**src/rtl/uart_vga_pkg.sv**
```systemverilog
// uart_vga_pkg: shared frame geometry defaults, pixel type and writer FSM states
package uart_vga_pkg;
    localparam int DEF_WIDTH  = 640;
    localparam int DEF_HEIGHT = 480;
    localparam int DEF_PIX_W  = 3;
    localparam int DEF_ADDR_W = 19;
    typedef logic [DEF_PIX_W-1:0] pixel_t;
    typedef enum logic [1:0] {IDLE, WRITE, LAST} wr_state_t;
endpackage

```
**src/rtl/uart_line_writer_pos_edge.sv**
```systemverilog
// pos_edge: registered rising-edge detect, pulse one cycle after the 0->1 sample
module pos_edge (
    input  logic clk,
    input  logic in,
    output logic out
);
    logic prev_q, prev_d, out_q, out_d;
    // next values: remember the last sample and flag a 0->1 transition
    always_comb begin
        prev_d = in;
        out_d  = in & ~prev_q;
    end
    // sample register
    always_ff @(posedge clk) begin
        prev_q <= prev_d;
        out_q  <= out_d;
    end
    assign out = out_q;
endmodule

```
**src/rtl/uart_line_writer.sv**
```systemverilog
// uart_line_writer: captures a received line and streams it pixel by pixel into the frame buffer.
// Define ROW_RANGE_CHECK_EN to reject rows >= HEIGHT and expose the sticky row_err output.
module uart_line_writer
    import uart_vga_pkg::*;
#(
    parameter int WIDTH  = DEF_WIDTH,
    parameter int HEIGHT = DEF_HEIGHT,
    parameter int PIX_W  = DEF_PIX_W,
    parameter int ADDR_W = DEF_ADDR_W
) (
    input  logic                   clk,
    input  logic                   rst,
    input  logic [8:0]             line_row,
    input  logic [PIX_W*WIDTH-1:0] line_data,
    input  logic                   line_done,
    input  logic                   wr_ready,
    output logic                   wr_en,
    output logic [ADDR_W-1:0]      wr_addr,
    output logic [PIX_W-1:0]       wr_data,
    output logic                   busy,
    output logic                   line_written,
    output logic                   frame_done,
    output logic                   overrun,
`ifdef ROW_RANGE_CHECK_EN
    output logic                   row_err,
`endif
    input  logic                   clr_err
);
    localparam int CW = (WIDTH > 1) ? $clog2(WIDTH) : 1;
    wr_state_t state_q, state_d;
    logic [CW-1:0] col_q, col_d;
    logic [ADDR_W-1:0] base_q, base_d;
    logic [8:0] row_q, row_d;
    logic [PIX_W*WIDTH-1:0] shadow_q, shadow_d;
    logic overrun_q, overrun_d;
    logic line_edge, start;
`ifdef ROW_RANGE_CHECK_EN
    logic row_ok, row_err_q, row_err_d;
    assign row_ok  = 32'(line_row) < 32'(HEIGHT);
    assign row_err = row_err_q;
`else
    logic row_ok;
    assign row_ok = 1'b1;
`endif

    pos_edge u_edge (.clk(clk), .in(line_done), .out(line_edge));

    assign start        = line_edge && state_q == IDLE && row_ok;
    assign wr_en        = state_q == WRITE;
    assign wr_addr      = base_q + ADDR_W'(col_q);
    assign wr_data      = shadow_q[PIX_W*col_q +: PIX_W];
    assign busy         = state_q != IDLE;
    assign line_written = state_q == LAST;
    assign frame_done   = state_q == LAST && row_q == 9'(HEIGHT-1);
    assign overrun      = overrun_q;

    // next state: capture on edge in IDLE, advance column on each accepted write, flag dropped lines
    always_comb begin
        state_d   = state_q;
        col_d     = col_q;
        base_d    = base_q;
        row_d     = row_q;
        shadow_d  = shadow_q;
        overrun_d = (overrun_q & ~clr_err) | (line_edge & (state_q != IDLE));
`ifdef ROW_RANGE_CHECK_EN
        row_err_d = (row_err_q & ~clr_err) | (line_edge & (state_q == IDLE) & ~row_ok);
`endif
        case (state_q)
            IDLE: if (start) begin
                shadow_d = line_data;
                row_d    = line_row;
                base_d   = ADDR_W'(32'(line_row) * 32'(WIDTH));
                col_d    = '0;
                state_d  = WRITE;
            end
            WRITE: if (wr_ready) begin
                col_d   = (col_q == CW'(WIDTH-1)) ? '0 : col_q + 1'b1;
                state_d = (col_q == CW'(WIDTH-1)) ? LAST : WRITE;
            end
            default: state_d = IDLE;
        endcase
    end

    // state registers with synchronous reset aborting any line in flight
    always_ff @(posedge clk) begin
        if (rst) begin
            state_q   <= IDLE;
            col_q     <= '0;
            base_q    <= '0;
            row_q     <= '0;
            shadow_q  <= '0;
            overrun_q <= 1'b0;
`ifdef ROW_RANGE_CHECK_EN
            row_err_q <= 1'b0;
`endif
        end else begin
            state_q   <= state_d;
            col_q     <= col_d;
            base_q    <= base_d;
            row_q     <= row_d;
            shadow_q  <= shadow_d;
            overrun_q <= overrun_d;
`ifdef ROW_RANGE_CHECK_EN
            row_err_q <= row_err_d;
`endif
        end
    end
endmodule

```
**config.mk**
```make
export PLATFORM = sky130hd
export DESIGN_NAME = uart_line_writer
export DESIGN_NICKNAME = d
export VERILOG_FILES = /design/src/rtl/uart_vga_pkg.sv /design/src/rtl/uart_line_writer_pos_edge.sv /design/src/rtl/uart_line_writer.sv
export SDC_FILE = /design/constraint.sdc
export NUM_CORES = 2
export LEC_CHECK = 0
export CORE_AREA = 5 5 758 760
export DETAILED_ROUTE_END_ITERATION = 8
export DIE_AREA = 0 0 763 765
export MAX_ROUTING_LAYER = met4
export PLACE_DENSITY = 0.32
export RECOVER_POWER = 100
export REMOVE_ABC_BUFFERS = 1
export SETUP_SLACK_MARGIN = 0.05
export SYNTH_ARGS = -nofsm -noshare
export SYNTH_HDL_FRONTEND = slang
export SYNTH_HIERARCHICAL = 1
export SYNTH_SLANG_ARGS = --single-unit
```
**constraint.sdc**
```tcl
create_clock -name clk -period 5.2 [get_ports clk]
set_input_delay 1.04 -clock clk [delete_from_list [all_inputs] [get_ports clk]]
set_output_delay 1.04 -clock clk [all_outputs]
set_load 0.02 [all_outputs]
```
Yosys cells after proc, flatten, opt, wreduce, memory -nomap -nowiden
Cells that the tools add are included.

Add/subtract/negate cells: 2. Bitwise logic cells: 6. Shift operators: 1. Mux-type cells: 8. $mul: 2. Reductions and logical operators: 8. Eq/ne operators: 6.

Operators by type and width (number): indexed part select 1920 x 13 -> 3 bit (1); 2-to-1 mux 10 bit (3); one-hot mux 10 bit (2 select lines) (1); adder 19 x 10 -> 19 bit (1); multiplier 2 x 10 -> 12 bit (first input constant) (1); multiplier 9 x 3 -> 12 bit (second input constant) (1); adder 10 x 1 -> 10 bit (second input constant) (1); equality test 10 bit (second input constant) (1); equality test 9 bit (second input constant) (1); 2-to-1 mux 2 bit (3); inequality test 2 bit (second input constant) (2); one-hot mux 2 bit (2 select lines) (1); AND reduction 2 bit (2); nonzero test 2 bit (2); AND 1 bit (3); AND reduction 3 bit (1); equality test 2 x 1 -> 1 bit (second input constant) (1); equality test 2 bit (second input constant) (1); logical AND 1 bit (2); logical NOT 2 bit (1); NOT 1 bit (2); OR 1 bit (1).

Output and inout bits: 27. Logic and storage cells: 41. Bits of input ports: 1934. Register bits: 1956.

Longest topological paths before layout
Depth after elaboration: 4. Gate-level depth with buffers: 14. Mapped depth without buffers: 10.

Cells and area by module
The synthesis kept the hierarchy.

Modules (own cells, without submodules): uart_line_writer (cells each 9771, area each 82521.6 sq um, times used 1, seq. area each 39077.5 sq um); pos_edge (cells each 3, area each 53.8 sq um, times used 1, seq. area each 40.0 sq um).

Worst setup path before layout
No wires, ideal clock.

Path type: register to output. Start: register col_q[1]. End: output wr_data[2]. Cell stages (with the launch flop): 9. Data arrival time: 2.698 ns. Path buffers: 3. Data required time: 4.160 ns. Path slack: 1.462 ns. Cell sequence: dfxtp_1 > buf_4 > buf_2 > clkbuf_1 > mux4_2 > mux4_2 > mux4_2 > a22oi_1 > nand4_1.

Word-level cells in the longest chain between the ends: 2.

Ends and longest elaborated chain: from (decl) (RTL line uart_line_writer.sv:31) `logic [CW-1:0] col_q, col_d;`; from (signal assigned) (RTL line uart_line_writer.sv:98) `col_q <= col_d;`; multiplier 2 x 10 -> 12 bit (RTL line uart_line_writer.sv:51) `assign wr_data = shadow_q[PIX_W*col_q +: PIX_W];`; indexed part select 1920 x 13 -> 3 bit (RTL line uart_line_writer.sv:51); to (decl) (RTL line uart_line_writer.sv:19) `output logic [PIX_W-1:0] wr_data,`.

Every way passes these cells.

Worst setup path in the final report
Start: register col_q[0]. End: output wr_data[0].

The elaborated chain is that of the path after synthesis.

==> results.yml <==
logic_synthesis:
  synthTopCellsByArea: "dfxtp_1 (47%), nand2_1 (18%), mux4_2 (12%), a21oi_1 (12%), clkbuf_1 (3.0%)"
  synthXorXnorAreaFrac_pct: 0.244
  synthAdderAreaFrac_pct: 0.321
  synth-simple-area-share_pct: 18.6
  synth_flop_cell: "dfxtp_1"
  synth.top_cells.by_count: "nand2_1 (3,920), a21oi_1 (2,012), dfxtp_1 (1,954)"
  yosysTopAreaCell: "dfxtp_1"
  seq_area_frac_synth_pct: 47.4
  ys_ff_latch: 1954
  synth_top_area_share_pct: 47.4
  synth_edf_count: 0
  synth-compound-area-share_pct: 14.3
  async_flop_share_pct: 0
  syn_area_sq_um: 82600
  netlist_instances: 9774
  yosysWarnings: 6
  synth_mux_area_share_pct: 14.7
  syn_avg_cell_area_sq_um: 8.45
  synth_cell_types: 66
  synth.most_common_cell: "nand2_1"
  synth_top_family_by_area: "simple AND/OR/NAND/NOR gates"
status:
  status: "finished, violations left"
  violations: "max-capacitance violations, max-slew violations, negative setup slack"
final_layout:
  nets: 13457
  area_delta_synth_final_pct: 46.8
  drive_gt1_share_pct: 10.9
  fin_cells: 19329
worst_setup_path:
  crit_slowest_cell: "mux4_2"
  startpoint_type: "register"
  required_ns: 4.16
  endpoint_kind: "output pin"
  cp_common_cell: "buf_12"
  crit_type: "reg2out"
  critPathArrivalTime_ns: 4.75
  critical-path-max-stage-delay_ns: 0.54
  cp_max_fo: 6
  worstPathCellList: "buf_12 -> buf_16 -> buf_16 -> mux4_2 -> mux4_2 -> a22oi_2 -> buf_4 -> nand2_2 -> a22oi_2 -> buf_12 -> o31a_1 -> buf_12 -> a22oi_2 -> buf_4 -> buf_12"
global_routing:
  antenna_found_initial: 157
  grt_pass1_wl_microns: 689000
  grt_max_degree: 189
  grt.total_usage_pct: 17.4
  overflow: 0
  grt_pass1_vias: 79006
routing:
  drc: 0
  finalWirelength_microns: 521000
  ant_nets: 0
  drt-pass1-iter-count: 8
  wl_per_cell_microns: 26.9
  drt_iter0_drc: 5208
  vias: 77620
  via_per_inst: 4.02
die:
  die-area_sq_um: 584000
  fp.coreArea_sq_um: 567000
  initial_core_util_pct: 14.6
  die-width_microns: 763
  rows: 277
  die_y_microns: 765
  pin_count: 1961
power_and_ir_drop:
  vdd_drop_max_v: 0.000224
  powerDensity_nw_per_um2: 334
  power.leakage_nw: 40.2
cts:
  cts_buffers: 265
  clock_path_buffers: 4
  cts_tree: "built"
  cts_root_buffer: "clkbuf_16"
  ctsHoldBuffers: 0
  clk_pin_slew_ns: 0.06
  cts_htree_levels: 5
  clk_latency_ns: 0.94
  clock_sinks: 1954
timing:
  setup_tns_ns: -6.05
  tightest_slew_ns: 3.27
  setup_viol: 152
  setup_ws_ns: -0.593
  fin_skew_ns: 0.0882
  report.final.slew_viol_count: 485
  min_period_over_period_pct: 111
  relSlewSlack_pct: -118
  rsz0062_at_grt: "yes"
  finalCriticalPeriod_ns: 5.79
  max_freq_mhz: 173
  hold_viol_final: 0
job:
  cap_viol_max_count: 8
placement:
  globalplace.congestion: 0.793
  dpl.hpwl_microns: 406000
  dp.cells: 18752
  io_buffers: 1960
min_path:
  hp-class: "reg2reg"
-- registers in the layout (all words and copies together) (netlist names) --
name and count:
shadow_q 1920, base_q 10, col_q 10, row_q 9, state_q 2, overrun 1, u_edge/out 1, u_edge/prev_q 1
-- critical path, delay by kind of cell (launching register included) --
family	cells	cell delay, ns
buf+inv	8	1.31
mux	2	1.03
compound gates	4	0.94
flops	1	0.38
simple gates	1	0.05
-- cells in the final DEF, fill, tap and decap left out, drive strengths merged, types with 5 or more instances in the layout --
cell and n:
nand2 3920, a21oi 2012, dfxtp 1954, clkdlybuf4s50 1935
mux4 457, clkbuf 409, buf 317, mux2i 185
diode 90, clkinv 51, nor2 46, a22oi 39
o21ai 37, a221oi 28, inv 24, dlygate4sd3 21
nand3 21, o221ai 21, o22ai 20, ha 18
xnor2 17, a211oi 17, nor2b 14, bufinv 12
a31oi 9, a22o 8, nor3 7, and2 7
o211ai 6, nand2b 6, xor2 6, o31ai 6
a221o 5, clkinvlp 5, o2111ai 5, a2111oi 5
-- power by group --
group | internal (W) | switching [W] | total (W)
sequential | 0.0157 | 0.000498 | 0.0162
clock | 0.0111 | 0.00793 | 0.0191
combinational | 0.00253 | 0.00263 | 0.00516
total | 0.0294 | 0.0111 | 0.0404
-- final timing paths --
check / start / endpoint / slack [ns] / cells past startpoint
min reg2reg: u_edge/prev_q$_DFF_P_ / u_edge/out$_DFF_P_ / 0.39 / 1
min: u_edge/prev_q$_DFF_P_ / u_edge/out$_DFF_P_ / 0.39 / 1
max reg2reg: u_edge/out$_DFF_P_ / shadow_q[425]$_SDFFE_PP0P_ / -0.07 / 5
max: col_q[0]$_SDFFE_PP0P_ / wr_data[0] / -0.59 / 15
-- cells by family (layout without fill, tap and decap cells) --
kind of cell             after synthesis  count (layout)
AO/OA/AOI/OAI                       2241            2241
multiplexers                         645             645
adder cells (fa/ha/maj)               20              20
other                                  0              90
flip-flops                          1954            1954
XOR/XNOR                              23              23
AND/OR/NAND/NOR                     4047            4047
buffers and inverters                844            2776
-- per-stage QoR --
step	total power (W)	utilization [%]	cell area, sq um	worst slack (ns)	hold WS [ns]
4_1_cts	0.0413	21.4	121000	-0.884	0.437
3_3_place_gp	0.0217	19.7	112000	-0.894	0.422
6_report	0.0404	21.4	121000	-0.593	0.392
5_1_grt	0.0422	21.4	121000	-0.854	0.421
2_1_floorplan	0.0205	-	79000	-34.40	0.419
3_5_place_dp	0.0217	19.7	112000	-0.866	0.433
-- layer usage --
metal / track usage [%] / vias up / wire [microns]
met1: 21.9 / 38098 / 230000
met4: 3.19 / 0 / 10200
met5: - / - / 0
li1: - / 36730 / -
met3: 3.02 / 482 / 25900
met2: 29.5 / 2310 / 255000
-- timing repair --
item / CTS / global route
pin swaps: 9 / 4
gates resized for setup: 48 / 5
setup buffers: 13 / 2
endpoints found under the setup margin: 4 / 3
gates cloned: 3 / 0
-- final cells by class --
cell class,instances,area [sq um]
clock buffers,391,7780
diodes,90,225
clock inverters,79,1310
fillers,63280,446000
multi-input cells,6976,40100
repair buffers,2293,23100
inverters,13,58.8
well taps,7533,9430
flip-flops and latches,1954,39100
Note: power is estimated with default switching activity, not from simulation.
